$ cat config.mk
export PLATFORM = sky130hd
export DESIGN_NAME = vsync_timing_recovery
export DESIGN_NICKNAME = d
export VERILOG_FILES = /design/src/rtl/vsync_timing_recovery.sv
export SDC_FILE = /design/constraint.sdc
export NUM_CORES = 1
export LEC_CHECK = 0
export ABC_AREA = 1
export CORE_ASPECT_RATIO = 0.75
export CORE_UTILIZATION = 65
export CTS_BUF_LIST = sky130_fd_sc_hd__clkbuf_4 sky130_fd_sc_hd__clkbuf_8 sky130_fd_sc_hd__clkbuf_16
export DETAILED_ROUTE_END_ITERATION = 6
export PLACE_DENSITY_LB_ADDON = 0.05
export SLEW_MARGIN = 30
export SYNTH_ARGS = -nofsm -noshare
export SYNTH_HDL_FRONTEND = slang
export SYNTH_SLANG_ARGS = --single-unit
$ cat constraint.sdc
create_clock -name clkv -period 3.6 [get_ports clkv]
set_input_delay 0.9 -clock clkv [delete_from_list [all_inputs] [get_ports clkv]]
set_output_delay 0.9 -clock clkv [all_outputs]
set_load 0.01 [all_outputs]
$ cat src/rtl/vsync_timing_recovery.sv
// vsync_timing_recovery: recovers vsync polarity, frame period and pulse width from a per-line sampled sync,
// locks after consistent frames and regenerates a line counter aligned to the sync leading edge.
module vsync_timing_recovery #(
  parameter int CW = 10,
  parameter int MAX_LINES = 1023,
  parameter int LOCK_FRAMES = 2
) (
  input  logic          clkv,
  input  logic          clrv,
  input  logic          line_stb,
  input  logic          vsync_in,
  output logic [CW-1:0] line_cnt,
  output logic [CW-1:0] frame_lines,
  output logic [CW-1:0] sync_width,
  output logic          vpol,
  output logic          frame_start,
  output logic          locked,
  output logic          err
);
  localparam logic [CW-1:0] MAXV = CW'(MAX_LINES);
  localparam logic [1:0] SEARCH = 2'd0, MEASURE = 2'd1, VERIFY = 2'd2, LOCKED = 2'd3;
  logic s1, s, s_q, hi_v, lo_v, trans, lead, tmo, match, both_v;
  logic [1:0] state;
  logic [3:0] match_cnt;
  logic [CW-1:0] run_cnt, hi_len, lo_len, ref_period, ref_width, period, width, ref_sum, min_len;
  logic [CW:0] sum;
  always_comb begin
    both_v = hi_v && lo_v;
    trans = line_stb && (s != s_q);
    lead = trans && (s == vpol);
    tmo = line_stb && !trans && run_cnt == MAXV - CW'(1) && state != SEARCH;
    period = line_cnt == MAXV ? MAXV : line_cnt + CW'(1);
    width = vpol ? hi_len : lo_len;
    sum = {1'b0, hi_len} + {1'b0, lo_len};
    ref_sum = sum >= {1'b0, MAXV} ? MAXV : sum[CW-1:0];
    min_len = hi_len < lo_len ? hi_len : lo_len;
    // a saturated reference stands for a lost period and must never match
    match = period == ref_period && width == ref_width && ref_period != MAXV;
  end
  always_ff @(posedge clkv or negedge clrv) begin
    if (!clrv) begin
      {s1, s, s_q, hi_v, lo_v, vpol, frame_start, locked, err} <= '0;
      {line_cnt, frame_lines, sync_width, run_cnt, hi_len, lo_len, ref_period, ref_width} <= '0;
      state <= SEARCH;
      match_cnt <= '0;
    end else begin
      s1 <= vsync_in;
      s <= s1;
      err <= 1'b0;
      frame_start <= 1'b0;
      if (both_v) vpol <= hi_len < lo_len;
      if (state == SEARCH) {hi_v, lo_v} <= 2'b00;
      if (line_stb) begin
        s_q <= s;
        run_cnt <= trans ? CW'(1) : run_cnt == MAXV ? MAXV : run_cnt + CW'(1);
        line_cnt <= lead ? '0 : line_cnt == MAXV ? MAXV : line_cnt + CW'(1);
        frame_start <= lead;
      end
      if (trans && state != SEARCH && s_q) begin
        hi_len <= run_cnt;
        hi_v <= 1'b1;
      end
      if (trans && state != SEARCH && !s_q) begin
        lo_len <= run_cnt;
        lo_v <= 1'b1;
      end
      if (tmo) begin
        state <= SEARCH;
        locked <= 1'b0;
        err <= state == LOCKED;
      end else if (trans && state == SEARCH) begin
        state <= MEASURE;
      end else if (lead && state == MEASURE && both_v) begin
        ref_period <= ref_sum;
        ref_width <= min_len;
        match_cnt <= '0;
        state <= VERIFY;
      end else if (lead && state == VERIFY && match && match_cnt + 4'd1 == 4'(LOCK_FRAMES)) begin
        locked <= 1'b1;
        frame_lines <= ref_period;
        sync_width <= ref_width;
        state <= LOCKED;
      end else if (lead && state == VERIFY && match) begin
        match_cnt <= match_cnt + 4'd1;
      end else if (lead && (state == VERIFY || state == LOCKED) && !match) begin
        ref_period <= period;
        ref_width <= width;
        match_cnt <= '0;
        locked <= 1'b0;
        err <= state == LOCKED;
        state <= VERIFY;
      end
    end
  end
endmodule

Word level (Yosys, flattened, before mapping)
Cells that the tools add are included.
- register bits: 95
- bits in latches: 0
- RAM bits: 0
- ROM bits: 0
- input port bits: 4
- output and inout port bits: 34
- word-level logic and storage cells: 123
- memories kept: 0
- add/sub/neg operators: 4
- multiply operators: 0
- divide/modulo/power cells: 0
- $lt $le $gt $ge: 2
- equality and inequality tests: 18
- shift-type cells: 0
- multiplexer cells: 41
- bitwise operators: 3
- reduce and logical (&&, ||, !) cells: 36
- operator list (operator ; number):
    10-bit 2-to-1 mux ; 15
    10-bit == test (second input constant) ; 3
    10-bit by 1-bit adder with 10-bit output (second input constant) ; 2
    10-bit == test ; 2
    1-bit logical AND ; 19
    1-bit 2-to-1 mux ; 16
    4-bit 2-to-1 mux ; 4
    2-bit 2-to-1 mux ; 6
    4-bit AND reduction ; 3
    10-bit by 10-bit adder with 11-bit output ; 1
    11-bit by 10-bit >= comparator with 1-bit output (second input constant) ; 1
    10-bit < comparator ; 1
    10-bit inequality test (second input constant) ; 1
    2-bit inequality test (second input constant) ; 4
    2-bit nonzero test ; 4
    3-bit nonzero test ; 2
    5-bit by 4-bit inequality test with 1-bit output (second input constant) ; 1
    5-bit AND reduction ; 1
    5-bit nonzero test ; 1
    4-bit by 1-bit adder with 4-bit output (second input constant) ; 1
    2-bit == test (second input constant) ; 2
    4-bit by 2-bit == test with 1-bit output (second input constant) ; 1
    1-bit zero test ; 3
    3-bit by 2-bit inequality test with 1-bit output (second input constant) ; 1
    other kinds (7) ; 9

Logic depth before layout (Yosys ltp)
Gate-level depths: netlist of run 1.
- depth in word-level cells: 13
- gate-level depth with buffers: 17
- gate-level depth less buffers: 17

Worst setup path after synthesis of run 1
No wires, ideal clock.
- kind: in2reg
- start point: input line_stb
- end point: register ref_width[6]
- setup time: 0.127 ns
- arrival: 2.256 ns
- data required time: 3.473 ns
- path slack: 1.217 ns
- cell stages on the path: 11
- path buffers: 2
- cells stage by stage: inv_1 -> nor2_4 -> nand2_1 -> nor4_4 -> inv_1 -> buf_2 -> buf_2 -> nand2_1 -> nand2_1 -> nand2_1 -> o21ai_0
- cells in the longest elaborated chain, start to end: 7
- ends and longest elaborated chain (item ; line ; source):
    start: declaration ; 10 ; input logic line_stb,
    1-bit logical AND ; 29 ; trans = line_stb && (s != s_q);
    1-bit logical AND or 1-bit zero test (tied branches) ; 30, 31 ;
    1-bit logical AND (on tied branches) (2 in series) ; 78, 83, 31 ;
    1-bit logical AND (on tied branches) ; 78, 31 ;
    2-bit inequality test (no source line) or 1-bit NOT (tied branches) ; n/a ;
    5-bit AND reduction (no source line) ; n/a ;
    end signal: assignment ; 75 ; ref_width <= min_len;
    end signal: assignment ; 87 ; ref_width <= width;
    end: declaration ; 25 ; logic [CW-1:0] run_cnt, hi_len, lo_len, ref_period, ref_width, period, width, ref_sum, min_len;
Several ways; a longest one is shown, not always the timed one.
A chain may end at the register's enable or synchronous reset.

Worst setup path in the final report of run 1
- start point: register vpol
- end point: register ref_period[0]
- cells in the longest elaborated chain, start to end: 8
- ends and longest elaborated chain (item ; line ; source):
    start: declaration ; 15 ; output logic vpol,
    start signal: assignment ; 51 ; if (both_v) vpol <= hi_len < lo_len;
    10-bit 2-to-1 mux ; 33 ; width = vpol ? hi_len : lo_len;
    10-bit == test ; 38 ; match = period == ref_period && width == ref_width && ref_period != MAXV;
    1-bit logical AND (2 in series) ; 38 ;
    1-bit logical AND or 1-bit zero test (tied branches) ; 78, 83, 85 ;
    1-bit logical AND (on tied branches) ; 78, 85 ;
    2-bit inequality test (no source line) or 2-bit nonzero test (tied branches) ; n/a ;
    5-bit AND reduction (no source line) ; n/a ;
    end signal: assignment ; 74 ; ref_period <= ref_sum;
    end signal: assignment ; 86 ; ref_period <= period;
    end: declaration ; 25 ;
Several ways; a longest one is shown, not always the timed one.

==> results of run 1 <==
[cell usage after synthesis]
master and number:
nand2_1 233, inv_1 97, dfrtp_1 95, o21ai_0 75
nand3_1 50, nor2_1 48, a21oi_1 30, ha_1 25
o21ai_1 18, nand2_2 17, nand4_1 17, nor3_1 11
xor2_1 11, clkbuf_1 10, o22ai_1 8, buf_2 6
nand3b_1 5, xnor2_1 5, nand3_2 4, buf_6 3
nor4_1 3, o211ai_1 3, buf_4 2, nor2_2 2
nor2_4 2, a211oi_1 1, a31oi_1 1, clkinv_1 1
fa_1 1, nand2_4 1, nand3_4 1, nor4_4 1
o21a_1 1, o21bai_1 1, o31ai_1 1
[flip-flops by register name, indices dropped and copies added, names as in the netlist, 2 cells and up]
name / flops
frame_lines: 10
hi_len: 10
line_cnt: 10
lo_len: 10
match_cnt: 4
ref_period: 10
ref_width: 10
run_cnt: 10
state: 2
sync_width: 10
[area by class of cell]
cell class                 count  area (um^2)
clock buffer                  10        239.0
clock inverter                 5        65.06
fill                         614         2009
inverter                      98        367.9
multi-input combinational    576         2952
sequential                    95         2377
tap                          108        135.1
timing repair buffer          42        417.9
[placed cells by master, fill, tap and decap left out, types with 2 or more instances in the layout]
cell type,instances
nand3b_1,5
clkinv_4,2
inv_1,97
xor2_1,11
nand3_1,50
nor4_1,3
xnor2_1,5
o211ai_1,3
nor2_4,2
a21oi_1,30
nor3_1,11
o21ai_0,75
nor2_1,48
nand2_2,17
o22ai_1,8
ha_1,25
nand2_1,233
dfrtp_1,95
nand3_2,4
clkdlybuf4s50_1,36
nand4_1,17
o21ai_1,18
nor2_2,2
inv_6,2
buf_4,5
clkbuf_16,9
[power breakdown]
group	internal, uW	leakage (uW)	total, uW	switching [uW]
clock network	561	0.000150	976	415
registers	1270	0.00122	1540	266
logic	449	0.00186	1400	949
total	2280	0.00322	3910	1630
[worst max path at each step]
stage | from | end | depth (start not counted)
floorplan | line_stb | ref_width[6] | 11
global placement | vpol | ref_period[0] | 15
detailed placement | line_stb | ref_period[2] | 10
CTS | vpol | ref_period[0] | 16
global route | vpol | ref_period[0] | 16
finish | vpol | ref_period[0] | 16
[per-layer routing]
metal,wire length [um],part of all wire (%),up-vias,GRT usage (%)
met5,0,0,-,0
met4,223,1.5,0,8.231
met3,1640,11,29,9.150
met2,6423,42,304,52.10
met1,6957,46,2548,50.84
li1,-,-,2620,-
[worst max-delay path: stages, from the launching register on]
cell and delay [ps]:
dfrtp_1 740, inv_1 300, nand2_1 150, nand2_1 70
nand2_1 60, nand2_1 40, nor2_1 190, nand2_1 120
nor2_1 180, nand3_1 120, nor2_1 170, nand3_1 110
nand2_2 120, nand2_2 330, inv_1 270, nand2_1 90
o21ai_0 90
[per-stage QoR]
step	power, uW	cell area [um^2]	setup slack, ps
finish	3912	6554	324.4
global placement	2841	6250	561.1
CTS	3871	6554	409.4
global route	4163	6554	24.23
floorplan	2436	5813	1217
detailed placement	2886	6250	366.0
[logic make-up (layout without fill, tap and decap cells)]
kind of cell / Yosys count / in the layout / synth area share (%)
XOR/XNOR: 16 / 16 / 2.411
AO/OA/AOI/OAI: 139 / 139 / 12.46
buffers and inverters: 119 / 155 / 8.330
AND/OR/NAND/NOR: 395 / 395 / 30.18
flip-flops: 95 / 95 / 40.90
adder cells (fa/ha/maj): 26 / 26 / 5.725
==> reports/metrics.csv, run 1 <==
metric,value,unit
outcome,"finished, violations left",
failing checks,design-rule violations,
Initial Util,67.88,%
CTS tree,yes,
clk slew on worst S/H paths,70,ps
ANT cells,0,
drt first pass iters,7,
vias per cell,5.890,
cell taking the most area after synthesis,dfrtp_1,
Hold Path End,s,
worst path arrival time,3540,ps
clk sinks,95,
Non-Filler Instances,934,
routability cong.,0.9504,
via total after detailed routing,5501,
#FFs+latches synth,95,
post-CTS sizing,0,
worst-skew pair later-pin latency,350,ps
Netlist cell types,35,
CTS max path bufs,2,
IO Count,38,
Synthesized Nets,820,
initial antenna violation count,0,
Synth top area share,40.90,%
final setup violation count,0,
FMAX,0.3053,GHz
total die area,9330,um^2
flop-to-flop setup slack,320,ps
number of stages on the worst hold path,0,
core area,8563,um^2
die width,111.2,um
RSZ-0062 raised after global routing,false,
# nets final,852,
Worst-Margin Slew,762.7,ps
total congestion overflow,0,
total detailed-routing wirelength,15240,um
share of layout cells above drive strength 1,5.932,%
Detailed Place HPWL,11240,um
"Hold Violations, Final",0,
reg2reg start,vpol,
"Seq/Total Area, Yosys",40.90,%
first-pass GRT wire length,25400,um
Reg-to-Reg End,ref_period[0],
max-slew violation count,0,
largest net degree at the start of global routing,96,
clock skew,9.287,ps
DR WL/cell,16.32,um
Max-Cap Viols,0,
Syn. warnings,0,
placed cells,919,
CP Max Fanout,35,
# H-tree levels,3,
Synth Cell Area,5813,um^2
"top cells by area, synth","dfrtp_1 41%, nand2_1 15%, o21ai_0 6.5%",
Detail Route Antenna Nets,0,
max_slew headroom,49.01,%
vias in the first global route,5052,
Final min period,3276,ps
Final Cycle Share,90.99,%
Hold WS,355.5,ps
total negative slack,0,ps
CTS Buf Count,9,
setup repair bufs after CTS,0,
final core occ,76.53,%
Lkg Pwr,0.003224,uW
crit start category,flop,
FP Rows,29,
total track usage,34.93,%
Layout area overhead,12.74,%
root buf cell,clkbuf_16,
Die Ht,83.90,um
pwr dens,597.0,nW/um^2
"Avg Cell Area, Syn",7.358,um^2
critical path endpoint category,flop,
Iter 0 DRT Violations,569,
worst hold-check path type,flop to flop,
hold buffers post-CTS,0,
Worst Reg-to-Reg Cells,16,
# DRC,6,
HP Start,s1,
Peak VDD IR,0.3590,mV
synthesized instance count,790,
WP data required,3860,ps
IO Port Bufs,37,
critical path type,flop to flop,
Note: power is estimated with default switching activity, not from simulation.
==> run 2: changes to the inputs <==
--- a/config.mk
+++ b/config.mk
@@ -7,7 +7,7 @@
 export LEC_CHECK = 0
 export ABC_AREA = 1
 export CORE_ASPECT_RATIO = 0.75
-export CORE_UTILIZATION = 65
+export CORE_UTILIZATION = 60
 export CTS_BUF_LIST = sky130_fd_sc_hd__clkbuf_4 sky130_fd_sc_hd__clkbuf_8 sky130_fd_sc_hd__clkbuf_16
 export DETAILED_ROUTE_END_ITERATION = 6
 export PLACE_DENSITY_LB_ADDON = 0.05
==> constraint.sdc (replaced) <==
create_clock -name clkv -period 3.7 [get_ports clkv]
set_input_delay 0.925 -clock clkv [delete_from_list [all_inputs] [get_ports clkv]]
set_output_delay 0.925 -clock clkv [all_outputs]
set_load 0.01 [all_outputs]
==> run 2 against run 1 <==
Net effect: the flow now finishes without violations; cell count is 2.5% higher; register-to-register slack better by 290 ps; routed wire length is 2.2% lower; die area is 8.2% higher; critical path type unchanged; clock-buffer cell count is 3 higher; non-clock buffer count is 2 higher; largest cell class unchanged; clock power is 6.6% lower.
==> reports/metrics.csv, run 2 (synthesis results as in run 1) <==
metric,value,unit
final setup violation count,0,
total detailed-routing wirelength,14910,um
Worst-Margin Slew,726.0,ps
Reg-to-Reg End,ref_period[2],
max_slew headroom,51.47,%
top sig layer,met4,
most frequent cells in the layout,"233 x nand2_1, 97 x inv_1, 95 x dfrtp_1",
total track usage,31.64,%
max-slew violation count,0,
"commonest non-fill, non-tap cell in the layout",nand2_1,
reg2reg start,line_cnt[1],
Final WS setup,618.9,ps
CP Max Fanout,35,
share of layout cells above drive strength 1,6.273,%
routed wl met2,6174,um
worst-skew pair later-pin latency,350,ps
IO Port Bufs,37,
routability cong.,0.9783,
total negative slack,0,ps
Detailed Place HPWL,11180,um
worst path arrival time,3290,ps
clk slew on worst S/H paths,60,ps
pre-CTS setup slack,449.6,ps
Max-Cap Viols,0,
critical path capture point,ref_period[2],
Iter 0 DRT Violations,501,
Placement Cell Area,6277,um^2
largest net degree at the start of global routing,49,
worst-path cell chain,ha_1 -> nand2_2 -> nor2_4 -> nand3_4 -> nand3_1 -> nand2_1 -> nand2_1 -> inv_1 -> nand2_1 -> nor2_1 -> nand3_1 -> nand2_2 -> nand2_2 -> inv_1 -> nand2_1 -> o21ai_0,
critical path type,flop to flop,
FP Rows,30,
crit-path leading delay family,simple AND/OR/NAND/NOR gates,
crit start category,flop,
total die area,10090,um^2
total congestion overflow,0,
FMAX,0.3246,GHz
Lkg Pwr,0.003226,uW
clk sinks,95,
die width,115.7,um
CP max stage delay,470,ps
drt first pass iters,5,
IO Count,38,
Final min period,3081,ps
clock skew,14.67,ps
WP data required,3910,ps
final core occ,71.22,%
Final Cycle Share,83.27,%
FILL cells,787,
critical path endpoint category,flop,
CTS tree,yes,
# nets final,854,
via total after detailed routing,5409,
root buf cell,clkbuf_16,
critical path's most frequent cell,nand2_1,
Initial Util,62.95,%
hold buffers post-CTS,0,
crit path from,line_cnt[1],
M1 WL,7393,um
core area,9234,um^2
Layout area overhead,13.13,%
worst path bufs/invs,2,
vias in the first global route,4803,
Worst Reg-to-Reg Cells,16,
flop-to-flop setup slack,620,ps
vias per cell,5.652,
Die Ht,87.25,um
"Hold Violations, Final",0,
# H-tree levels,3,
post-CTS sizing,0,
pwr dens,572.4,nW/um^2
Detail Route Antenna Nets,0,
setup repair bufs after CTS,0,
initial antenna violation count,0,
first-pass GRT wire length,24040,um
outcome,completed,
Hold WS,354.9,ps
CTS max path bufs,2,
# DRC,0,
DR WL/cell,15.58,um
wire length on met3,1193,um
WP depth,16,
RSZ-0062 raised after global routing,false,
Peak VDD IR,0.3560,mV
worst hold-check path type,flop to flop,
CTS Buf Count,9,
ANT cells,0,
slowest CP cell,dfrtp_1,
Finished Cell Area,6576,um^2
## run 2: worst register-to-register path, cell delays in order (launching register included)
cell and delay (ps):
dfrtp_1 470, ha_1 250, nand2_2 110, nor2_4 170
nand3_4 230, nand3_1 330, nand2_1 90, nand2_1 70
inv_1 60, nand2_1 80, nor2_1 60, nand3_1 90
nand2_2 90, nand2_2 460, inv_1 220, nand2_1 100
o21ai_0 90
## run 2: metal layers
| layer | GRT usage [%] | vias up |
|---|---|---|
| met3 | 6.611 | 19 |
| met1 | 47.81 | 2535 |
| met2 | 46.16 | 221 |
| met5 | 0 | - |
| li1 | - | 2634 |
| met4 | 7.809 | 0 |
## run 2: worst min-delay path by stage
stage	startpoint	end	slack [ps]	cells past startpoint
final	s1	s	350	0
after global routing	s1	s	360	0
after CTS	s1	s	360	0
after detailed placement	s1	s	340	0
after global placement	s1	s	340	0
after floorplan	s1	s	330	0
## run 2: final cells by class
| cell class | instances | area [um^2] | area share, % |
|---|---|---|---|
| clock buffer | 13 | 274.0 | 4.167 |
| clock inverter | 3 | 25.02 | 0.3805 |
| timing repair buffer | 44 | 420.4 | 6.393 |
| multi-input combinational | 576 | 2952 | 44.88 |
| tap | 128 | 160.2 | 2.435 |
| inverter | 98 | 367.9 | 5.594 |
| sequential | 95 | 2377 | 36.15 |
## run 2: through the flow
step | power [uW] | cells
after floorplan | 2370 | 790
after global placement | 2784 | 941
after detailed placement | 2818 | 941
after CTS | 3737 | 957
after global routing | 3999 | 957
final | 3764 | 957
## run 2: power breakdown
group | switching, uW | internal [uW] | total [uW]
Clock | 390 | 522 | 912
Combinational | 936 | 445 | 1380
Sequential | 233 | 1240 | 1470
==> run 3: changes to the inputs <==
==> constraint.sdc (replaced) <==
create_clock -name clkv -period 2.9 [get_ports clkv]
set_input_delay 0.725 -clock clkv [delete_from_list [all_inputs] [get_ports clkv]]
set_output_delay 0.725 -clock clkv [all_outputs]
set_load 0.01 [all_outputs]
==> run 3 against run 2 <==
Net effect: via count up 0.24%; combinational power up 34%; cell count increased by 1.5%; clock power grew 37%; flip-flop and latch count unchanged; clock skew shrank 3.7 ps; critical endpoint is now ref_width[6]; largest power group unchanged.
==> reports/metrics.csv, run 3 (synthesis results as in run 1) <==
metric,value,unit
# nets final,868,
Peak VDD IR,0.4951,mV
Iter 0 DRT Violations,502,
worst path bufs/invs,2,
vias in the first global route,4896,
pwr dens,738.0,nW/um^2
reg2reg start,line_cnt[1],
Non-Filler Instances,971,
# H-tree levels,3,
core area,9234,um^2
vias per cell,5.584,
via total after detailed routing,5422,
WP data required,3150,ps
total die area,10090,um^2
crit path from,line_cnt[1],
initial antenna violation count,1,
DR WL/cell,15.53,um
HP Start,s1,
CTS max path bufs,2,
clk sinks,95,
max_slew headroom,52.87,%
RSZ-0062 raised after global routing,false,
drt first pass iters,6,
most frequent cells in the layout,"233 x nand2_1, 97 x inv_1, 93 x dfrtp_1",
"commonest non-fill, non-tap cell in the layout",nand2_1,
Placement Cell Area,6397,um^2
routability cong.,1.009,
max-slew violation count,0,
IO Port Bufs,37,
die width,115.7,um
Detailed Place HPWL,11580,um
share of layout cells above drive strength 1,8.066,%
FP Rows,30,
Detail Route Antenna Nets,0,
crit-path leading delay family,simple AND/OR/NAND/NOR gates,
Worst-Margin Slew,704.9,ps
worst hold-check path type,flop to flop,
Die Ht,87.25,um
clk slew on worst S/H paths,70,ps
total congestion overflow,0,
root buf cell,clkbuf_16,
IO Count,38,
total negative slack,0,ps
FMAX,0.3614,GHz
"Hold Violations, Final",0,
first-pass GRT wire length,24390,um
clock skew,11.02,ps
Initial Util,62.95,%
worst path arrival time,3020,ps
Multi-input gate area,2952,um^2
critical path's most frequent cell,nand2_1,
critical path endpoint category,flop,
worst-skew pair later-pin latency,350,ps
# DRC,0,
CTS Buf Count,9,
CP Max Fanout,20,
hold buffers post-CTS,0,
Lkg Pwr,0.003320,uW
Final min period,2767,ps
Final WS setup,132.7,ps
largest net degree at the start of global routing,47,
slowest CP cell,dfrtp_2,
pre-CTS setup slack,224.9,ps
total detailed-routing wirelength,15080,um
ANT cells,0,
CP max stage delay,460,ps
FILL cells,742,
worst-path cell chain,ha_1 -> nand2_2 -> nor2_4 -> nand3_4 -> nand2_1 -> inv_1 -> nand2_1 -> nand2_1 -> nand2_1 -> nor2_1 -> nand3_1 -> nand2_2 -> nand2_2 -> buf_4 -> o21ai_0,
total track usage,31.89,%
outcome,completed,
CTS tree,yes,
FF/Latch Area,2380,um^2
final setup violation count,0,
Max-Cap Viols,0,
Layout area overhead,15.88,%
critical path type,flop to flop,
Finished Cell Area,6736,um^2
Final Cycle Share,95.42,%
placed cells,952,
crit start category,flop,
-- run 3: path summary, 6_finish.rpt --
kind | endpoint | slack (ps) | depth (start not counted)
max | ref_width[6] | 130 | 15
min | s | 350 | 0
max reg2reg | ref_width[6] | 130 | 15
min reg2reg | s | 350 | 0
max in group asynchronous | state[0] | 1840 | 2
min in group asynchronous | sync_width[2] | 390 | 1
-- run 3: timing repair --
action,4_1_cts,5_1_grt
resized for setup,0,2
endpoints found under the setup margin,0,28
setup buffers,0,3
-- run 3: power by group --
group / switching [uW] / internal, uW
Combinational: 1210 / 636
Clock: 522 / 723
Sequential: 298 / 1580
-- run 3: routing by layer --
metal,wire length (um),vias up,GRT usage (%)
met3,1317,22,7.585
met2,6296,254,46.65
li1,-,2661,-
met1,7306,2485,47.86
met5,0,-,0
met4,161,0,6.993
-- run 3: per-stage QoR --
stage	total power [uW]	util, %	hold slack [ps]
2_1_floorplan	3024	-	331.2
3_3_place_gp	3633	69.28	336.9
3_5_place_dp	3684	69.28	340.3
4_1_cts	4932	72.68	356.1
5_1_grt	5272	72.95	358.4
6_report	4972	72.95	352.7
-- run 3: layout make-up --
| cell class | count | share of cell area [%] |
|---|---|---|
| sequential | 95 | 35.33 |
| multi-input combinational | 576 | 43.82 |
| clock buffer | 11 | 3.752 |
| tap | 128 | 2.377 |
| clock inverter | 5 | 0.9101 |
| inverter | 98 | 5.461 |
| timing repair buffer | 58 | 8.358 |
-- run 3: worst reg2reg max path, delay by kind of cell (launching register included) --
kind	cells	cell delay (ps)
compound gates	1	220
fa+ha+maj	1	240
buf+inv	2	410
flops	1	460
simple gates	11	1320
